[src/rtl/execute_wb.sv]
`default_nettype none
// ============================================================================
//  Module      : execute_wb
//  Description : Execute / write-back stage. Takes the instruction, pointer
//                and operand chosen by the operand-select stage, performs
//                PLUS / MINUS arithmetic or resolves BRZ, writes the result
//                back to the register file and queues every modified cell in
//                a write-through FIFO that drains to data memory over a
//                req/ack handshake.
//
//  Ports       : clk, rst                    clock, async active-high reset
//                in_valid/in_ins/in_ptr/in_val  instruction from select stage
//                stall_out                   back-pressure to select stage
//                branch_en/branch_target     one-cycle taken-BRZ pulse
//                rf_wr_en/rf_wr_tag/rf_wr_val  register-file write / unlock
//                mem_wr_req/addr/data/ack    write-through FIFO head to memory
//
//  Options     : EXECUTE_WB_COALESCE_EN - when defined, a push to the same
//                address as the youngest FIFO entry overwrites that entry.
//
//  Revision    : 1.0 - initial release
// ============================================================================
module execute_wb #(
    parameter int NCORES   = 4,
    parameter int WB_DEPTH = 4
) (
    input  logic        clk,
    input  logic        rst,
    input  logic        in_valid,
    input  logic [15:0] in_ins,
    input  logic [15:0] in_ptr,
    input  logic [15:0] in_val,
    output logic        stall_out,
    output logic        branch_en,
    output logic [15:0] branch_target,
    output logic        rf_wr_en,
    output logic [15:0] rf_wr_tag,
    output logic [15:0] rf_wr_val,
    output logic        mem_wr_req,
    output logic [15:0] mem_wr_addr,
    output logic [15:0] mem_wr_data,
    input  logic        mem_wr_ack
);

    localparam int PTR_W = $clog2(WB_DEPTH);
    localparam int CNT_W = PTR_W + 1;

    localparam logic [3:0] c_OP_PLUS  = 4'h1;
    localparam logic [3:0] c_OP_MINUS = 4'h2;
    localparam logic [3:0] c_OP_BRZ   = 4'h5;

    // Pointer wrap relies on natural overflow, so the depth must be 2^n.
    if (NCORES < 1 || WB_DEPTH < 2 || (WB_DEPTH & (WB_DEPTH - 1)) != 0) begin : g_bad_params
        $error("execute_wb: NCORES must be >=1 and WB_DEPTH a power of 2 >= 2");
    end

    // E1 stage
    logic        r_e1_valid;
    logic [15:0] r_e1_ins;
    logic [15:0] r_e1_ptr;
    logic [15:0] r_e1_val;

    // Write-through FIFO
    logic [15:0]      r_addr [WB_DEPTH];
    logic [15:0]      r_data [WB_DEPTH];
    logic [PTR_W-1:0] r_head;
    logic [PTR_W-1:0] r_tail;
    logic [CNT_W-1:0] r_count;

    // Output registers
    logic        r_rf_wr_en;
    logic [15:0] r_rf_wr_tag;
    logic [15:0] r_rf_wr_val;
    logic        r_branch_en;
    logic [15:0] r_branch_target;

    logic [3:0]       w_op;
    logic [15:0]      w_imm;
    logic             w_is_arith;
    logic             w_br_taken;
    logic [15:0]      w_result;
    logic             w_pop;
    logic             w_coalesce;
    logic             w_alloc;
    logic [CNT_W-1:0] w_occupancy;
    logic             w_stall;
    logic             w_accept;

    assign w_op       = r_e1_ins[15:12];
    assign w_imm      = {4'h0, r_e1_ins[11:0]};
    assign w_is_arith = r_e1_valid && (w_op == c_OP_PLUS || w_op == c_OP_MINUS);
    assign w_br_taken = r_e1_valid && (w_op == c_OP_BRZ) && (r_e1_val == 16'h0000);
    assign w_result   = (w_op == c_OP_MINUS) ? (r_e1_val - w_imm) : (r_e1_val + w_imm);
    assign w_pop      = (r_count != '0) && mem_wr_ack;

`ifdef EXECUTE_WB_COALESCE_EN
    logic [PTR_W-1:0] w_youngest;
    assign w_youngest = r_tail - 1'b1;
    // With a single entry that is also leaving this cycle, the youngest entry
    // is the head on its way out, so a fresh allocation is required instead.
    assign w_coalesce = w_is_arith && (r_count != '0)
                        && (r_addr[w_youngest] == r_e1_ptr)
                        && !(w_pop && (r_count == CNT_W'(1)));
`else
    assign w_coalesce = 1'b0;
`endif

    assign w_alloc = w_is_arith && !w_coalesce;

    // Worst-case occupancy: assumes the pending E1 result allocates an entry.
    assign w_occupancy = r_count + CNT_W'(w_is_arith);
    assign w_stall     = (w_occupancy >= CNT_W'(WB_DEPTH));
    assign w_accept    = in_valid && !w_stall;

    always_ff @(posedge clk or posedge rst) begin
        if (rst) begin
            r_e1_valid <= 1'b0;
            r_e1_ins   <= '0;
            r_e1_ptr   <= '0;
            r_e1_val   <= '0;
        end else begin
            r_e1_valid <= w_accept;
            if (w_accept) begin
                r_e1_ins <= in_ins;
                r_e1_ptr <= in_ptr;
                r_e1_val <= in_val;
            end
        end
    end

    always_ff @(posedge clk or posedge rst) begin
        if (rst) begin
            r_rf_wr_en      <= 1'b0;
            r_rf_wr_tag     <= '0;
            r_rf_wr_val     <= '0;
            r_branch_en     <= 1'b0;
            r_branch_target <= '0;
        end else begin
            r_rf_wr_en  <= w_is_arith;
            r_branch_en <= w_br_taken;
            if (w_is_arith) begin
                r_rf_wr_tag <= r_e1_ptr;
                r_rf_wr_val <= w_result;
            end
            if (w_br_taken) begin
                r_branch_target <= w_imm;
            end
        end
    end

    always_ff @(posedge clk or posedge rst) begin
        if (rst) begin
            for (int i = 0; i < WB_DEPTH; i++) begin
                r_addr[i] <= '0;
                r_data[i] <= '0;
            end
            r_head  <= '0;
            r_tail  <= '0;
            r_count <= '0;
        end else begin
            if (w_alloc) begin
                r_addr[r_tail] <= r_e1_ptr;
                r_data[r_tail] <= w_result;
                r_tail         <= r_tail + 1'b1;
            end
`ifdef EXECUTE_WB_COALESCE_EN
            else if (w_coalesce) begin
                r_data[w_youngest] <= w_result;
            end
`endif
            if (w_pop) begin
                r_head <= r_head + 1'b1;
            end
            case ({w_alloc, w_pop})
                2'b10:   r_count <= r_count + 1'b1;
                2'b01:   r_count <= r_count - 1'b1;
                default: r_count <= r_count;
            endcase
        end
    end

    assign stall_out     = w_stall;
    assign branch_en     = r_branch_en;
    assign branch_target = r_branch_target;
    assign rf_wr_en      = r_rf_wr_en;
    assign rf_wr_tag     = r_rf_wr_tag;
    assign rf_wr_val     = r_rf_wr_val;
    assign mem_wr_req    = (r_count != '0);
    assign mem_wr_addr   = r_addr[r_head];
    assign mem_wr_data   = r_data[r_head];

endmodule
`default_nettype wire

[config.mk]
export PLATFORM = sky130hd
export DESIGN_NAME = execute_wb
export DESIGN_NICKNAME = d
export VERILOG_FILES = /design/src/rtl/execute_wb.sv
export SDC_FILE = /design/constraint.sdc
export NUM_CORES = 1
export LEC_CHECK = 0
export BUFFER_PORTS_ARGS = -buffer_cell sky130_fd_sc_hd__buf_4
export CAP_MARGIN = 20
export CORE_MARGIN = 2
export CORE_UTILIZATION = 53
export CTS_CLUSTER_SIZE = 28
export DETAILED_ROUTE_END_ITERATION = 10
export PLACE_DENSITY = 0.74
export SYNTH_ARGS = -nofsm -noshare
export SYNTH_HDL_FRONTEND = slang
export SYNTH_SLANG_ARGS = --single-unit
[constraint.sdc]
create_clock -name clk -period 9.3 [get_ports clk]
set_clock_uncertainty 0.2 [all_clocks]
set_input_delay 0.93 -clock clk [delete_from_list [all_inputs] [get_ports clk]]
set_output_delay 0.93 -clock clk [all_outputs]
set_load 0.05 [all_outputs]
==> summary.md <==
| Metric | Value |
|---|---|
| Crit share post-route | 42.1% |
| I/O pin cnt | 136 |
| Tmin final | 3910 ps |
| Routed WL | 26,100 um |
| Hold Startpoint | r_addr[40] |
| Routed wl met2 | 12,400 um |
| Clock latency on the worst-skew pair | 520 ps |
| Mapped cell area | 10,900 um2 |
| Warnings, synthesis | 0 |
| Post-synth ARST share | 100% |
| Clock slew at reported path FFs | 60 ps |
| Residual DRC | 0 |
| Flop-to-flop setup slack | 5410 ps |
| Starting density of the core | 54.0% |
| Worst Path Arrival | 2780 ps |
| Synth unique cells | 60 |
| N_diodes | 0 |
| Die outline width | 148 um |
| Number of global-route vias before repair | 7,933 |
| Worst hold path type | reg2reg |
| Critical Path Sink Type | output port |
| Post_cts resized | 0 |
| Final hold violation count | 0 |
| Via/cell ratio | 5.55 |
| DR WL met3 | 1810 um |
| Final Max Tran Viols | 0 |
| Peak VDD IR | 0.000288 V |
| Worst path slowest cell | clkinv_2 |
| Cell Count, Final, Fillers Out | 1,432 |
| Via count | 7,951 |
| CTS Hold Buffers Added | 0 |
| F_max | 0.256 GHz |
| R2R Path End | rf_wr_val[15] |
| Avg WL per Cell | 18.3 um |
| Routability cong. | 0.874 |
| Avg Cell Area, Syn | 10.6 um2 |
| Worst-path cell chain | xnor2_1 > or3_1 > clkinv_2 > nand3_2 > xor2_1 > inv_1 > buf_4 |
| Seq/Total Area, Yosys | 52.7% |
| Clock Path Buffers | 3 |
| Final setup fails | 0 |
| Leakage power | 6.42 nW |
| Slew headroom | 37.6% |
| Post-synth EDFFs | 0 |
| Initial antenna violation count | 1 |
| DR top layer | met5 |
| CP Launch Type | flip-flop |
| Unrepaired setup endpoints after global routing | false |
| Post-synth top cells | nand2_1 (363), dfrtp_1 (230), mux2_2 (72) |
| Hold Path End | r_addr[40] |
| Share of post-route cells with drive strength above 1 | 26.8% |
| R2r startpoint | r_e1_ins[4] |
| Remaining global-route overflow | 0 |
| DRT Pass-1 Iters | 5 |
| CP peak stage delay | 560 ps |
| Cells on Worst Hold Path | 2 |
| PwrDens | 427 nW/um2 |
| CORE AREA | 20,200 um2 |
| Worst slack, placed | 5310 ps |
| Htree depth | 1 |
| Most frequent cell after synthesis | nand2_1 |
| 1st-iter DRT viols | 503 |
| Antenna-violating nets left | 0 |
| Worst hold slack | 270 ps |
| CP bufs+invs | 3 |
| GR Util All Layers | 24.0% |
| Top post-synthesis cells by area | dfrtp_1 (53%), nand2_1 (12%), mux2_2 (7.4%) |
| Post-synth top area share | 52.7% |
| Fin nets | 1,221 |
| FF+latch count, synth | 230 |
| Syn Inst Count | 1,031 |
| Crit-path max FO | 40 |
| Placed insts | 1,387 |
| Area leader, netlist | dfrtp_1 |
| Die area | 21,800 um2 |
| Die Y | 148 um |
| Routed length on met1 | 11,700 um |
| R2R depth | 10 |
| Max_cap viols | 0 |
| Port Buf Inserts | 131 |
| CTS tree | built |
| Run status | finished, final reports clean |
| Worst path required time | 8170 ps |
| Site Rows | 52 |
| WS Path Type | reg2out |
| Slew @ Worst Pin | 936 ps |
| First-pass GRT wire length | 41,900 um |
| CTS Sinks | 230 |
| Clock root cell | clkbuf_16 |
| Area delta synth->final | 18.0% |
| CTS buffer count | 25 |
| HPWL after detailed placement | 16,800 um |
| Largest net degree at the start of global routing | 108 |
| Finished Core Util | 63.7% |
| Crit path max-delay family | buffers and inverters |
| Dominant synthesized flop cell | dfrtp_1 |
| Post-CTS setup buffers | 0 |
| Final TNS setup | 0 ps |
| Slack of the critical path | 5390 ps |
-- state kept, by name, summed over array words and instances, names as in the netlist --
name	cells
branch_target	12
r_count	3
rf_wr_tag	16
r_e1_val	16
r_e1_ptr	16
branch_en	1
r_tail	2
r_e1_ins	16
rf_wr_en	1
r_data	64
r_e1_valid	1
r_addr	64
r_head	2
rf_wr_val	16
-- per-stage QoR --
step | power, mW | area [um2]
2_1_floorplan | 3.72 | 10900
3_3_place_gp | 4.43 | 12100
3_5_place_dp | 4.50 | 12100
4_1_cts | 5.50 | 12900
5_1_grt | 5.84 | 12900
6_report | 5.51 | 12900
-- metal layers --
| metal | track usage, % | up-vias |
|---|---|---|
| met1 | 34.6 | 3954 |
| met3 | 4.72 | 27 |
| met2 | 38.4 | 260 |
| met5 | 0 | - |
| met4 | 5.00 | 2 |
| li1 | - | 3708 |
-- report_power, final --
group          internal [mW]  switching, mW  total (mW)
logic                   1.03           1.79        2.83
clock network          0.592          0.397       0.989
registers               1.38          0.311        1.70
-- area by class of cell --
type | instances | area, um2
Fill cell | 1581 | 7340
Sequential cell | 230 | 5760
Multi-Input combinational cell | 724 | 4790
Timing Repair Buffer | 148 | 1110
Clock buffer | 37 | 761
Tap cell | 270 | 338
Inverter | 17 | 72.6
Clock inverter | 6 | 66.3
-- layout by cell type, fill, tap and decap left out, types with 4 or more instances in the layout --
master     instances
dfrtp_1          229
inv_1             15
a21oi_1           15
clkbuf_16         25
clkbuf_8           9
nand3_1           10
nand4_1            7
and2_1             5
o21ai_0           39
nor4_1             5
or4_1              5
nand2_1          363
nand2b_1          11
nor3_1            11
mux2_4             9
ha_1              21
nor2_1            23
buf_4            147
o31ai_1            5
xnor2_1           14
conb_1             4
o211a_1            6
mux4_2            32
a221oi_1           5
mux2_2            72
o211ai_1           4
a21o_1             4
xor2_1            11
nor2b_1            4
-- worst max path at each step --
stage | start | to | slack [ps] | depth (start not counted)
after floorplan | rst | branch_en | 1870 | 1
after detailed placement | r_e1_ins[4] | r_data[60] | 5310 | 11
after CTS | r_e1_ins[4] | r_data[60] | 5280 | 11
final | r_e1_ins[13] | stall_out | 5390 | 7
after global placement | r_e1_ins[4] | r_data[60] | 5430 | 11
after global routing | r_e1_ins[12] | r_data[40] | 5130 | 10
-- worst register-to-register path: stages, from the launching register on --
cell	delay, ps
dfrtp_1	440
nor4_1	630
nand3_1	190
o41ai_1	340
xor2_1	120
ha_1	460
and3_1	310
a311oi_1	140
o221a_2	330
a21oi_1	440
o31ai_1	150
-- cell families (layout without fill, tap and decap cells) --
logic type / after synthesis / in the layout / share of synthesized area (%)
compound gates: 100 / 100 / 6.16
mux: 115 / 115 / 15.4
xor+xnor: 25 / 25 / 2.00
fa+ha+maj: 23 / 23 / 2.77
simple gates: 457 / 457 / 17.3
buf+inv: 80 / 208 / 3.58
other cells: 1 / 4 / 0.0343
flops: 230 / 230 / 52.7
(Power assumes the default switching activity.)
